### config.mk
export PLATFORM = sky130hd
export DESIGN_NAME = fill_sequencer
export DESIGN_NICKNAME = d
export VERILOG_FILES = /design/src/rtl/fill_pkg.sv /design/src/rtl/fill_sequencer_order_fifo.sv /design/src/rtl/fill_sequencer.sv
export SDC_FILE = /design/constraint.sdc
export NUM_CORES = 1
export LEC_CHECK = 0
export ABC_AREA = 1
export BUFFER_PORTS_ARGS = -buffer_cell sky130_fd_sc_hd__buf_2
export CAP_MARGIN = 20
export CORE_MARGIN = 2
export CORE_UTILIZATION = 51
export CTS_BUF_LIST = sky130_fd_sc_hd__clkbuf_4 sky130_fd_sc_hd__clkbuf_8
export DETAILED_ROUTE_END_ITERATION = 16
export HOLD_SLACK_MARGIN = 0.05
export PLACE_DENSITY_LB_ADDON = 0.2
export RECOVER_POWER = 50
export SYNTH_ARGS = -nofsm -noshare
export SYNTH_HDL_FRONTEND = slang
export SYNTH_SLANG_ARGS = --single-unit
export TNS_END_PERCENT = 30
### constraint.sdc
create_clock -name clock -period 1.8 [get_ports clock]
set_input_delay 0.36 -clock clock [delete_from_list [all_inputs] [get_ports clock]]
set_output_delay 0.36 -clock clock [all_outputs]
set_load 0.02 [all_outputs]
### src/rtl/fill_pkg.sv
// Shared types and widths for the pill-filling order sequencer.
package fill_pkg;

  localparam int unsigned PILL_W   = 5;
  localparam int unsigned BOTTLE_W = 6;
  localparam int unsigned TOTAL_W  = 10;
  localparam int unsigned CHG_W    = 4;
  localparam int unsigned ORDER_W  = PILL_W + BOTTLE_W;

  typedef enum logic [1:0] {
    IDLE   = 2'd0,
    CHECK  = 2'd1,
    FILL   = 2'd2,
    CHANGE = 2'd3
  } state_t;

  typedef struct packed {
    logic [PILL_W-1:0]   pills;
    logic [BOTTLE_W-1:0] bottles;
  } order_t;

  // An order is executable only with 1..max pills and at least one bottle.
  function automatic logic order_ok(input order_t o, input logic [PILL_W-1:0] max_pills);
    return (o.pills != '0) && (o.pills <= max_pills) && (o.bottles != '0);
  endfunction

endpackage

### src/rtl/fill_sequencer_order_fifo.sv
// Synchronous order queue; power-of-two depth, no read bypass.
module order_fifo
  import fill_pkg::*;
#(
  parameter int unsigned DEPTH = 4
) (
  input  logic               clock,
  input  logic               rst,
  input  logic               push,
  input  logic               pop,
  input  logic [ORDER_W-1:0] din,
  output logic [ORDER_W-1:0] dout,
  output logic               full,
  output logic               empty
);

  localparam int unsigned AW = (DEPTH > 1) ? $clog2(DEPTH) : 1;
  localparam logic [AW:0] FULL_CNT = (AW+1)'(DEPTH);

  logic [ORDER_W-1:0] mem [DEPTH];
  logic [AW-1:0]      wr_ptr;
  logic [AW-1:0]      rd_ptr;
  logic [AW:0]        count;
  logic               do_push;
  logic               do_pop;

  assign full    = (count == FULL_CNT);
  assign empty   = (count == '0);
  assign do_push = push && !full;
  assign do_pop  = pop && !empty;
  assign dout    = mem[rd_ptr];

  // Storage write; contents need no reset since count gates visibility.
  always_ff @(posedge clock) begin
    if (do_push) mem[wr_ptr] <= din;
  end

  // Pointer and occupancy bookkeeping.
  always_ff @(posedge clock) begin
    if (rst) begin
      wr_ptr <= '0;
      rd_ptr <= '0;
      count  <= '0;
    end else begin
      if (do_push) wr_ptr <= wr_ptr + 1'b1;
      if (do_pop)  rd_ptr <= rd_ptr + 1'b1;
      case ({do_push, do_pop})
        2'b10:   count <= count + 1'b1;
        2'b01:   count <= count - 1'b1;
        default: count <= count;
      endcase
    end
  end

endmodule

### src/rtl/fill_sequencer.sv
// Queued pill-filling controller: validates orders, paces pill_add on tick,
// runs a bottle-change phase per bottle and keeps a saturating grand total.
// Optional build macro FILL_PAUSE_EN adds a pause input that freezes
// FILL/CHANGE progress while asserted.
module fill_sequencer
  import fill_pkg::*;
#(
  parameter int unsigned MAX_PILLS    = 20,
  parameter int unsigned FIFO_DEPTH   = 4,
  parameter int unsigned CHANGE_TICKS = 2,
  parameter int unsigned TOTAL_MAX    = 999
) (
  input  logic        clock,
  input  logic        rst,
  input  logic        tick,
`ifdef FILL_PAUSE_EN
  input  logic        pause,
`endif
  input  logic        order_valid,
  output logic        order_ready,
  input  logic [4:0]  order_pills,
  input  logic [5:0]  order_bottles,
  output logic        pill_add,
  output logic        bottle_change,
  output logic [4:0]  pill_count,
  output logic [5:0]  bottle_count,
  output logic [9:0]  total_pills,
  output logic        busy,
  output logic        order_done,
  output logic        err,
  output logic [1:0]  state_o
);

  localparam logic [PILL_W-1:0]  MAX_P   = PILL_W'(MAX_PILLS);
  localparam logic [CHG_W-1:0]   CHG_LD  = CHG_W'(CHANGE_TICKS);
  localparam logic [TOTAL_W-1:0] TOT_MAX = TOTAL_W'(TOTAL_MAX);

  state_t             state;
  order_t             active;
  order_t             head;
  logic [CHG_W-1:0]   change_cnt;
  logic [ORDER_W-1:0] fifo_din;
  logic [ORDER_W-1:0] fifo_dout;
  logic               fifo_full;
  logic               fifo_empty;
  logic               fifo_push;
  logic               fifo_pop;
  logic               run_tick;
  logic [PILL_W-1:0]  next_pill;
  logic [BOTTLE_W-1:0] next_bottle;

`ifdef FILL_PAUSE_EN
  assign run_tick = tick && !pause;
`else
  assign run_tick = tick;
`endif

  assign fifo_din    = {order_pills, order_bottles};
  assign head        = fifo_dout;
  assign fifo_push   = order_valid && !fifo_full;
  assign fifo_pop    = (state == IDLE) && !fifo_empty;
  assign order_ready = !fifo_full;
  assign next_pill   = pill_count + 1'b1;
  assign next_bottle = bottle_count + 1'b1;

  // pill_add must coincide with the tick it consumes, so it is decoded from
  // the registered state plus the live tick rather than registered itself.
  assign pill_add      = (state == FILL) && run_tick;
  assign bottle_change = (state == CHANGE);
  assign busy          = (state != IDLE);
  assign state_o       = state;

  order_fifo #(
    .DEPTH (FIFO_DEPTH)
  ) u_fifo (
    .clock (clock),
    .rst   (rst),
    .push  (fifo_push),
    .pop   (fifo_pop),
    .din   (fifo_din),
    .dout  (fifo_dout),
    .full  (fifo_full),
    .empty (fifo_empty)
  );

  // Order FSM with its counters and registered status pulses.
  always_ff @(posedge clock) begin
    if (rst) begin
      state        <= IDLE;
      active       <= '0;
      change_cnt   <= '0;
      pill_count   <= '0;
      bottle_count <= '0;
      total_pills  <= '0;
      order_done   <= 1'b0;
      err          <= 1'b0;
    end else begin
      order_done <= 1'b0;
      err        <= 1'b0;
      case (state)
        IDLE: begin
          if (!fifo_empty) begin
            active       <= head;
            pill_count   <= '0;
            bottle_count <= '0;
            state        <= CHECK;
          end
        end
        CHECK: begin
          if (!order_ok(active, MAX_P)) begin
            err   <= 1'b1;
            state <= IDLE;
          end else begin
            state <= FILL;
          end
        end
        FILL: begin
          if (run_tick) begin
            pill_count <= next_pill;
            if (total_pills != TOT_MAX) total_pills <= total_pills + 1'b1;
            if (next_pill == active.pills) begin
              change_cnt <= CHG_LD;
              state      <= CHANGE;
            end
          end
        end
        CHANGE: begin
          if (run_tick) begin
            change_cnt <= change_cnt - 1'b1;
            if (change_cnt == CHG_W'(1)) begin
              bottle_count <= next_bottle;
              pill_count   <= '0;
              if (next_bottle == active.bottles) begin
                order_done <= 1'b1;
                state      <= IDLE;
              end else begin
                state <= FILL;
              end
            end
          end
        end
        default: state <= IDLE;
      endcase
    end
  end

endmodule
==> results of run 1 <==
-- flip-flops by register name, summed over array words and instances (netlist names) --
signal and flops:
state_o 2, total_pills 10, active 11, bottle_count 6, u_fifo.mem 44, order_done 1, pill_count 5, err 1
u_fifo.rd_ptr 2, change_cnt 4, u_fifo.count 3, u_fifo.wr_ptr 2
-- metal layers --
metal  vias up  global-route usage  part of all wire  routed length, µm
met2        56              0.3500              0.49               4087
met3        13             0.03192             0.033                278
met4         0             0.09420             0.020                170
met1      1478              0.2384              0.46               3865
li1       1642                   -                 -                  -
met5         -                   0                 0                  0
-- worst max-delay path, stage by stage, from the launching register on --
cell and delay, ns:
dfxtp_2 0.35, inv_2 0.09, nand3_2 0.08, inv_2 0.06, nor2_2 0.04, ha_4 0.16, fa_2 0.39, a21oi_2 0.17
o21ai_2 0.08, o21ai_1 0.15, a21oi_1 0.06
-- cells by family after synthesis --
kind of cell    Yosys count  share of synthesized area
flops                    91                     0.5426
xor+xnor                 11                    0.02311
simple gates            170                     0.1963
fa+ha+maj                11                    0.03481
buf+inv                  63                    0.06333
compound gates          104                     0.1399
-- cell type report --
| class | count | area (µm²) |
|---|---|---|
| clock buffers | 11 | 138.9 |
| clock inverters | 5 | 51.30 |
| fillers | 681 | 3019 |
| inverters | 49 | 188.9 |
| multi-input cells | 296 | 1697 |
| flip-flops and latches | 91 | 2273 |
| well taps | 102 | 127.6 |
| repair buffers | 60 | 311.5 |
-- layout by cell type (no fill, tap or decap), types with 3 or more instances in the layout --
cell,netlist,final
nor3_2,3,3
a21oi_2,6,7
xor2_1,5,5
o21ai_1,2,3
xnor2_1,6,6
a21oi_1,29,28
nand2_4,2,3
clkbuf_1,7,21
edfxtp_1,44,44
buf_4,1,15
inv_1,42,37
dfxtp_1,47,42
inv_2,7,11
o22ai_1,7,7
nor2_1,51,51
nand3_1,17,15
a211oi_1,4,4
or2_2,3,3
clkbuf_8,0,9
nand2_1,58,57
nand4_1,12,12
o21ai_0,44,42
ha_1,10,9
dfxtp_2,0,3
nor3_1,4,4
nand2_2,8,7
nor2_2,4,4
a31oi_1,8,8
buf_2,3,24
nand3_2,2,4
-- report_power, final --
group	switching (W)	internal, W
Clock	0.000695	0.000666
Sequential	0.000194	0.00249
Combinational	0.00142	0.000772
Total	0.00231	0.00393
-- worst min-delay path by stage --
| stage | startpoint | endpoint | slack [ns] | depth (start not counted) |
|---|---|---|---|---|
| floorplan | active[2] | active[2] | 0.46 | 2 |
| global placement | bottle_count[4] | bottle_count[4] | 0.47 | 2 |
| detailed placement | active[2] | active[2] | 0.48 | 2 |
| CTS | order_bottles[5] | u_fifo.mem[1][5] | 0.20 | 1 |
| global route | order_bottles[5] | u_fifo.mem[1][5] | 0.26 | 1 |
| finish | order_pills[4] | u_fifo.mem[0][10] | 0.26 | 1 |
-- stage by stage --
stage               power (W)  std cells  worst slack, ns  cell area (µm²)  TNS [ns]
floorplan            0.004270        450         0.001956             4208         0
global placement     0.004752        595           0.1171             4576         0
detailed placement   0.004828        595         -0.02337             4576  -0.02337
CTS                  0.006197        611         0.006231             4771         0
global route         0.006678        614         -0.02400             4788  -0.02400
finish               0.006231        614          0.06177             4788         0
-- what timing repair did --
item | CTS | global route
buffers inserted | 0 | 3
pin swaps | 0 | 5
setup endpoints to repair | 1 | 3
gates resized for setup | 3 | 8
==> results.md, run 1 <==
* Status: completed
* CP startpoint kind: flip-flop
* Share of cells above drive strength 1 at 0.2148
* Drt wl/cell at about 14 µm
* Drt total wl at 8.402 mm
* Fmax at 575.3 MHz
* CTS Buffer Depth at 2
* Largest net degree at the start of global routing at 30
* First-pass GRT wire length at between 10 and 15 mm
* Count leader, synth: nand2_1
* Post-synth net total at roughly 480
* Critical Path RT at about 2 ns
* DRT antenna net count at 0
* Main synth FF type: dfxtp_1
* Register area share after synthesis at 0.5426
* Worst min-delay path class: input pin to flip-flop
* Synth area leader: edfxtp_1
* WS Path Type: flip-flop to flip-flop
* Vias post-DR at between 3000 and 4000
* Yosys reg bits at 91
* Critical path capture point type: flip-flop
* Final net count at about 530
* Ports at 44
* Final Max Slew Viols at 0
* Area contributors post-synth: edfxtp_1, dfxtp_1, o21ai_0
* Initial antenna violation count at 0
* Number of global-route vias before repair at between 3000 and 4000
* Synth top cells by count: nand2_1, nor2_1, dfxtp_1
* GRT Total Usage at 0.1990
* Pleak at around 1.8 nW
* Worst-Skew Late Latency at approximately 0.36 ns
* Layout Utilization at 0.6133
* Hold Slack at about 0.26 ns
* Number of core rows at 32
* Reg-to-reg startpoint: u_fifo.count[0]
* Reg2Reg Depth at 10
* RSZ-0062 raised after global routing: yes
* Aggregate global routing overflow at 0
* Setup violators final at 0
* Die width at about 94 µm
* DRC viols at 0
* Post-synthesis cell type count at 40
* TritonCTS clock tree: built
* Fin crit share at 0.9657
* Area grow syn2layout at 14.86%
* EDFF count, synth at 44
* # hold bufs at CTS at 0
* Post-Syn Instances at 450
* Pre-Repair DR Iteration Count at 4
* Initial core utilization at 0.5340
* Syn Area/Cell at 9.264 µm²
* Die ar. at between 8000 and 9000 µm²
* H-tree Lvls at 3
* Detailed Place HPWL at 5.780 mm
* Vias per cell at between 5 and 6
* Worst clock skew at between 0.01 and 0.015 ns
* Final min period at between 1.5 and 2 ns
* MaxCap Viol Count at 0
* Pwr Density at 1301 nW/µm²
* Ys Warns at 0
* IO Port Bufs at 43
* FFs w/ async S/R, synth at 0
* Clock-pin slew on the worst setup and hold paths at ~0.09 ns
* Worst setup path start: u_fifo.count[0]
* CTS buffer count at 9
* Initial DRC count at 95
* Sink Count at 91
* ANT cells at 0
* Top cell type's share of synthesized area at 0.3169
* Worst IR Drop VDD at roughly 0.79 mV
* Core area at 7807 µm²
* RD Place Congestion at 0.7981
* Final Hold Viols at 0
* Die Ht at ~94 µm
* Worst slew margin at 0.6723
* Synthesized area at roughly 4200 µm²
* Slew @ Worst Pin at ~0.5 ns
* RR Endpoint: u_fifo.count[2]
* FF-to-FF setup slack at roughly 0.062 ns
* Worst Path Arrival at approximately 2 ns
* Root Buffer: clkbuf_8
* CP max FO at 4
* CP endpoint: u_fifo.count[2]
Power figures use the tool's default switching activity.
==> run 2, diff against run 1 <==
REMOVE_ABC_BUFFERS = 1   (was unset)
==> run 2 against run 1 <==
- global-route usage rose by 0.69 points
- largest cell class unchanged
- utilization fell by 0.62 points
- highest routed layer unchanged
- setup slack improved by 0.0097 ns
- critical endpoint unchanged
- via count rose by 1.2%
- first-iteration DRC count rose by 13%
- critical path depth did not move
- combinational power fell by 2%
==> results.md, run 2 (synthesis results as in run 1) <==
* Status: completed
* DRC viols at 0 (unchanged)
* Sw frac at 0.3715 (+0.001499)
* Hold path start: order_pills[0]
* CP max FO at 3 (-1)
* Final net count at 535 (+0.38%)
* RD Place Congestion at 0.7679 (-3.8%)
* Initial antenna violation count at 0 (unchanged)
* Vias post-DR at 3226 (+1.2%)
* Final min period at 1.729 ns (-0.009722 ns)
* Largest net degree at the start of global routing at 30 (unchanged)
* Area grow syn2layout at 13.69%
* Setup violators final at 0 (unchanged)
* Worst clock skew at 0.01262 ns (-0.0002626 ns)
* Top reg by flops: u_fifo.mem
* Hold EP: u_fifo.mem[2][6]
* Reg-to-reg startpoint: u_fifo.count[1]
* MaxCap Viol Count at 0 (unchanged)
* Pleak at 1.806 nW (-2.2%)
* CTS Buffer Depth at 2 (unchanged)
* # hold bufs at CTS at 0 (unchanged)
* Core area at 7807 µm² (unchanged)
* Final instance area at 4740 µm² (-1.0%)
* Critical Path RT at 2.05 ns (about the same)
* H-tree Lvls at 3 (unchanged)
* Aggregate global routing overflow at 0 (unchanged)
* Clock-pin slew on the worst setup and hold paths at 0.10 ns (about the same)
* CP startpoint kind: flip-flop
* P_int at 0.003890 W (-0.91%)
* RSZ-0062 raised after global routing: yes
* GRT Total Usage at 0.2059 (+0.006933)
* Share of cells above drive strength 1 at 0.1770 (-0.03780)
* Initial DRC count at 107 (+13%)
* Sequential Power Share at 0.426 (-0.004)
* Pre-Repair DR Iteration Count at 6 (+2)
* Worst Path Arrival at 1.98 ns (about the same)
* Slew @ Worst Pin at 0.5317 ns (+0.04069 ns)
* Critical path capture point type: flip-flop
* Sink Count at 91 (unchanged)
* Final worst setup slack at 0.07149 ns (+0.009722 ns)
* Die ar. at 8913 µm² (unchanged)
* Root Buffer: clkbuf_8
* Place WS at -0.1314 ns (-0.1080 ns)
* First-pass GRT wire length at 14.21 mm (+3.9%)
* Reg2Reg Depth at 10 (unchanged)
* Drt wl/cell at 13.91 µm (+1.7%)
* Vias per cell at 5.237 (+0.83%)
* Final Max Slew Viols at 0 (unchanged)
* CTS buffer count at 9 (unchanged)
* Postcts setup bufs at 0 (unchanged)
* TritonCTS clock tree: built
* Clock power frac at 0.228 (+0.010)
* Hold path cells at 1 (unchanged)
* Most frequent cells in the layout: nand2_1, nor2_1, dfxtp_1
* Drt total wl at 8.569 mm (+2.0%)
* Initial core utilization at 0.5340 (unchanged)
* Ports at 44 (unchanged)
* Number of global-route vias before repair at 3114 (+3.4%)
* Number of core rows at 32 (unchanged)
* WS Path Type: flip-flop to flip-flop
* Fmax at 578.5 MHz (+0.56%)
* Fin crit share at 0.9603 (-0.005401)
* Pwr Density at 1306 nW/µm² (+0.35%)
* Die width at 94.41 µm (unchanged)
* Detailed Place HPWL at 5.996 mm (+3.7%)
* Final Hold Viols at 0 (unchanged)
* RR Endpoint: u_fifo.count[2]
* ANT cells at 0 (unchanged)
* Worst-Skew Late Latency at 0.36 ns (about the same)
* Combinational power share at 0.346 (-0.005)
* Placed Instance Area at 4574 µm² (about the same)
* Largest register FFs at 44 (unchanged)
* Largest regs: u_fifo.mem: 44 flops, active: 11 flops, total_pills: 10 flops
* Die Ht at 94.41 µm (unchanged)
* Worst IR Drop VDD at 0.7118 mV (-9.5%)
* Most common cell after layout, fill and taps aside: nand2_1
* Worst min-delay path class: input pin to flip-flop
* Worst slew margin at 0.6451 (-0.02716)
* Sw power at 0.002299 W (-0.27%)
* DRT antenna net count at 0 (unchanged)
* FF-to-FF setup slack at 0.07 ns (about the same)
* IO Port Bufs at 43 (unchanged)
-- run 2: cell count changes in the layout (fill, tap and decap cells not counted), moves of 2 or more --
cell	previous run	this run
clkinv_4	0	2
dfxtp_4	2	0
clkbuf_4	2	0
inv_1	37	39
buf_2	24	13
dfxtp_2	3	1
clkbuf_1	21	32
dfxtp_1	42	46
-- run 2: what timing repair did --
item,CTS,global route
pin swaps,1,2
gates resized for setup,6,6
setup endpoints to repair,1,8
-- run 2: layout make-up --
class	count	area (µm²)
clock buffer	10	137.6
clock inverter	6	63.81
fill	695	3068
inverter	49	183.9
multi-input combinational	296	1653
sequential	91	2263
tap	102	127.6
timing repair buffer	62	310.3
-- run 2: worst max-delay path by stage --
stage | startpoint | to | slack (ns) | cells after the start
global route | total_pills[1] | total_pills[2] | -0.04 | 9
floorplan | state_o[0] | u_fifo.count[2] | -0.32 | 9
CTS | u_fifo.count[2] | u_fifo.count[2] | 0.04 | 10
global placement | u_fifo.count[0] | u_fifo.count[2] | -0.01 | 10
finish | u_fifo.count[1] | u_fifo.count[2] | 0.07 | 10
detailed placement | u_fifo.count[1] | u_fifo.count[2] | -0.13 | 10
-- run 2: per-stage QoR --
step           TNS (ns)  std cells  utilization  hold WS [ns]  power (W)
6_report              0        616       0.6071        0.2571   0.006189
5_1_grt         -0.1823        616       0.6071        0.2543   0.006617
4_1_cts               0        616       0.6123        0.2045   0.006240
3_5_place_dp    -0.1314        600       0.5859        0.4765   0.004828
3_3_place_gp   -0.01372        600       0.5859        0.4720   0.004730
2_1_floorplan   -0.4897        436            -        0.4224   0.004103
-- run 2: routing by layer --
layer | global-route usage | routed length, µm | vias up | part of all wire
met4 | 0.08092 | 158 | 0 | 0.018
met5 | 0 | 0 | - | 0
met2 | 0.3720 | 4315 | 60 | 0.50
li1 | - | - | 1654 | -
met1 | 0.2444 | 3813 | 1499 | 0.44
met3 | 0.03432 | 281 | 13 | 0.033
-- run 2: critical path, cell delays in order, from the launching register on --
cell and delay [ns]:
dfxtp_1 0.34, inv_2 0.08, nand3_2 0.09, inv_2 0.06
nor2_2 0.04, ha_2 0.20, fa_2 0.39, a21oi_1 0.12
o21ai_1 0.10, o21ai_1 0.15, a21oi_1 0.05
-- run 2: power groups by stage --
stage | logic [W] | registers (W) | clock network, W
2_1_floorplan | 0.00133 | 0.00277 | 0
3_3_place_gp | 0.00207 | 0.00266 | 0
3_5_place_dp | 0.00215 | 0.00268 | 0
4_1_cts | 0.00218 | 0.00263 | 0.00143
5_1_grt | 0.00243 | 0.00268 | 0.00151
6_report | 0.00214 | 0.00264 | 0.00141
==> run 3, diff against run 2 <==
SYNTH_HIERARCHICAL = 1   (was unset)
==> run 3 against run 2 <==
- sequential share of layout area down 2.3 points
- clock skew down 0.0043 ns
- synthesized cell count up 13%
- largest cell class unchanged
- clock-buffer cell count down 1
- synthesized area up 5.7%
- critical endpoint is now u_fifo/count[2]
- register-to-register slack worse by 0.02 ns
- via count up 10%
- largest power group unchanged
==> results.md, run 3 <==
* Layout Utilization at 0.6110 (+0.003985)
* Critical path capture point type: flip-flop
* Critical Path RT at 2.10 ns (+0.05 ns)
* CP max FO at 2 (-1)
* Largest regs: u_fifo/mem: 44 flops, active: 11 flops, total_pills: 10 flops
* CTS Buffer Depth at 2 (unchanged)
* DRT antenna net count at 0 (unchanged)
* Die Ht at 96.97 µm (+2.7%)
* Worst IR Drop VDD at 0.7030 mV (-1.2%)
* Worst min-delay path class: input pin to flip-flop
* Core area at 8299 µm² (+6.3%)
* Initial DRC count at 171 (+60%)
* Most frequent cells in the layout: nand2_1, nor2_1, inv_1
* Final net count at 603 (+13%)
* Gr busiest metal: met2
* Routing usage on met3 at 0.02746 (-0.006861)
* Worst Path Arrival at 2.05 ns (+0.07 ns)
* Most common cell after layout, fill and taps aside: nand2_1
* Main synth FF type: dfxtp_1
* Pleak at 2.010 nW (+11%)
* Pre-Repair DR Iteration Count at 7 (+1)
* Ports at 44 (unchanged)
* Pwr Density at 1351 nW/µm² (+3.4%)
* Top reg by flops: u_fifo/mem
* Worst clock skew at 0.008362 ns (-0.004257 ns)
* Syn Area/Cell at 8.677 µm² (-6.3%)
* FF-to-FF setup slack at 0.05 ns (-0.02 ns)
* Cell Count, Final, Fillers Out at 687 (+12%)
* Aggregate global routing overflow at 0 (unchanged)
* CTS buffer count at 9 (unchanged)
* First-pass GRT wire length at 15.05 mm (+5.9%)
* CP max stage delay at 0.34 ns (-0.05 ns)
* IO Port Bufs at 43 (unchanged)
* Fmax at 571.7 MHz (-1.2%)
* Post-Syn Instances at 508 (+13%)
* Storage cell area at 2307 µm² (+1.9%)
* WS Path Type: flip-flop to flip-flop
* Hold EP: u_fifo/mem[0][9]
* Worst slew margin at 0.7099 (+0.06481)
* Reg2Reg Depth at 14 (+4)
* Final min period at 1.749 ns (+0.02054 ns)
* GRT Total Usage at 0.1965 (-0.009454)
* Synth Area in Compound Gates at 0.1152 (-0.02461)
* CP max-delay cell: dfxtp_2
* Register area share after synthesis at 0.5223 (-0.02033)
* Met2 Use GR at 0.3371 (-0.03495)
* Slew @ Worst Pin at 0.4322 ns (-0.09952 ns)
* Drt wl/cell at 13.06 µm (-6.1%)
* Post-synthesis mux area share at 0 (unchanged)
* Hold path start: order_pills[3]
* Area contributors post-synth: edfxtp_1, dfxtp_1, nand2_1
* Clock-pin slew on the worst setup and hold paths at 0.10 ns (about the same)
* CP startpoint kind: flip-flop
* CP Cell Sequence: buf_4, nand2_4, inv_1, nor2_1, nand2_4, ha_4, inv_4, fa_2, inv_2, nand2_2, nand3_2, nand2_2, nand2_1, nor2_1
* Synth Area in Adders at 0.03293 (-0.001887)
* Area grow syn2layout at 15.04%
* Final Hold Viols at 0 (unchanged)
* Number of core rows at 33 (+3.1%)
* TritonCTS clock tree: built
* DRC viols at 0 (unchanged)
* Root Buffer: clkbuf_8
* Number of global-route vias before repair at 3287 (+5.6%)
* Ys Warns at 6 (+6)
* Detailed Place HPWL at 6.382 mm (+6.4%)
* Placed insts at 668 (+11%)
* Worst-Skew Late Latency at 0.36 ns (about the same)
* Met1 GRT Util at 0.2522 (+0.007806)
* Post-synthesis cell type count at 34 (-15%)
* Die width at 96.97 µm (+2.7%)
* Die ar. at 9403 µm² (+5.5%)
* Fin crit share at 0.9717 (+0.01141)
* Hold path cells at 1 (unchanged)
* RD Place Congestion at 0.8634 (+12%)
* Multi-input gate area at 1810 µm² (+9.5%)
* MaxCap Viol Count at 0 (unchanged)
* Xor and xnor area share after synthesis at 0.02583 (+0.002721)
* Initial core utilization at 0.5311 (-0.002842)
* Initial antenna violation count at 0 (unchanged)
* Post-Synth Simple-Gate Area at 0.2308 (+0.03449)
* Sink Count at 93 (+2.2%)
* Largest register FFs at 44 (unchanged)
* Setup violators final at 0 (unchanged)
* Share of cells above drive strength 1 at 0.1667 (-0.01038)
* Reg-to-reg startpoint: u_fifo/count[2]
* Largest net degree at the start of global routing at 23 (-23%)
* Status: completed
* Synth top cells by count: nand2_1, nor2_1, inv_1
* RSZ-0062 raised after global routing: yes
* Yosys reg bits at 93 (+2.2%)
* Count leader, synth: nand2_1
* ANT cells at 0 (unchanged)
* Final Max Slew Viols at 0 (unchanged)
* Top cell type's share of synthesized area at 0.2997 (-0.01718)
* Synth area leader: edfxtp_1
* Vias per cell at 5.163 (-1.4%)
* FFs w/ async S/R, synth at 0 (unchanged)
* Synthesized area at 4408 µm² (+5.7%)
* EDFF count, synth at 44 (unchanged)
* RR Endpoint: u_fifo/count[2]
* Vias post-DR at 3547 (+10%)
* Drt total wl at 8.969 mm (+4.7%)
* # fillers at 731 (+5.2%)
* H-tree Lvls at 3 (unchanged)
* Largest family of logic cells by synthesized area: simple AND/OR/NAND/NOR gates
* # hold bufs at CTS at 0 (unchanged)
[run 3: cell types whose count changed in the layout (fill, tap and decap cells not counted), sizes merged, moves of 4 or more]
cell,previous run,this run
a211oi,4,0
inv,50,67
nand3,19,33
o22ai,7,12
nand2,68,91
buf,29,37
nor2,57,74
a31oi,8,0
[run 3: logic make-up (layout without fill, tap and decap cells)]
logic type               count (synthesis)  after routing
flip-flops                              93             93
AO/OA/AOI/OAI                           94             94
adder cells (fa/ha/maj)                 11             11
XOR/XNOR                                13             13
buffers and inverters                   77            151
AND/OR/NAND/NOR                        220            220
[run 3: area by class of cell]
cell class | instances | share of cell area
flip-flops and latches | 93 | 0.4550
multi-input cells | 338 | 0.3570
clock buffers | 9 | 0.02443
inverters | 63 | 0.04762
well taps | 105 | 0.02591
clock inverters | 7 | 0.01308
repair buffers | 72 | 0.07698
[run 3: through the flow]
stage	instance area (µm²)	total power (W)	TNS [ns]	hold slack, ns	setup slack (ns)
after global placement	4867	0.005367	0	0.4734	0.01262
after global routing	5071	0.007350	-0.1172	0.2551	-0.1017
after detailed placement	4867	0.005445	-0.07105	0.4765	-0.07105
after floorplan	4325	0.004577	-0.4113	0.4224	-0.2475
after CTS	5066	0.006801	0	0.1905	0.008627
final	5071	0.006849	0	0.2480	0.05095
[run 3: worst max path at each step]
stage,startpoint,end,slack (ns),cells past startpoint
after floorplan,state_o[0],u_fifo/count[2],-0.25,14
after global placement,u_fifo/count[1],u_fifo/count[2],0.01,15
after detailed placement,u_fifo/count[1],u_fifo/count[2],-0.07,15
after CTS,u_fifo/count[2],u_fifo/count[2],0.009,15
after global routing,u_fifo/count[0],u_fifo/count[2],-0.10,15
final,u_fifo/count[2],u_fifo/count[2],0.05,14
[run 3: worst max-delay path: cells and delay by family (launching register included)]
family | cells | cell delay (ns)
flip-flops | 1 | 0.34
buffers and inverters | 4 | 0.27
adder cells (fa/ha/maj) | 2 | 0.38
AND/OR/NAND/NOR | 8 | 0.70
[run 3: layer usage]
| metal | vias to the layer above | routed length, µm | share of wire |
|---|---|---|---|
| li1 | 1836 | - | - |
| met1 | 1637 | 4257 | 0.47 |
| met2 | 62 | 4288 | 0.48 |
| met3 | 12 | 271 | 0.030 |
| met4 | 0 | 152 | 0.017 |
| met5 | - | 0 | 0 |
[run 3: report_power, final]
group	switching (W)	leakage [nW]	internal, W	total [W]
sequential	0.000199	0.804	0.00257	0.00277
clock	0.000802	0.0982	0.000539	0.00134
combinational	0.00173	1.11	0.00100	0.00273
total	0.00273	2.01	0.00412	0.00685
[run 3: timing repair]
item / 4_1_cts / 5_1_grt
setup endpoints to repair: 1 / 2
gates resized for setup: 5 / 14
hold endpoints to repair: 0 / 0
pin swaps: 0 / 10
buffers inserted: 0 / 3
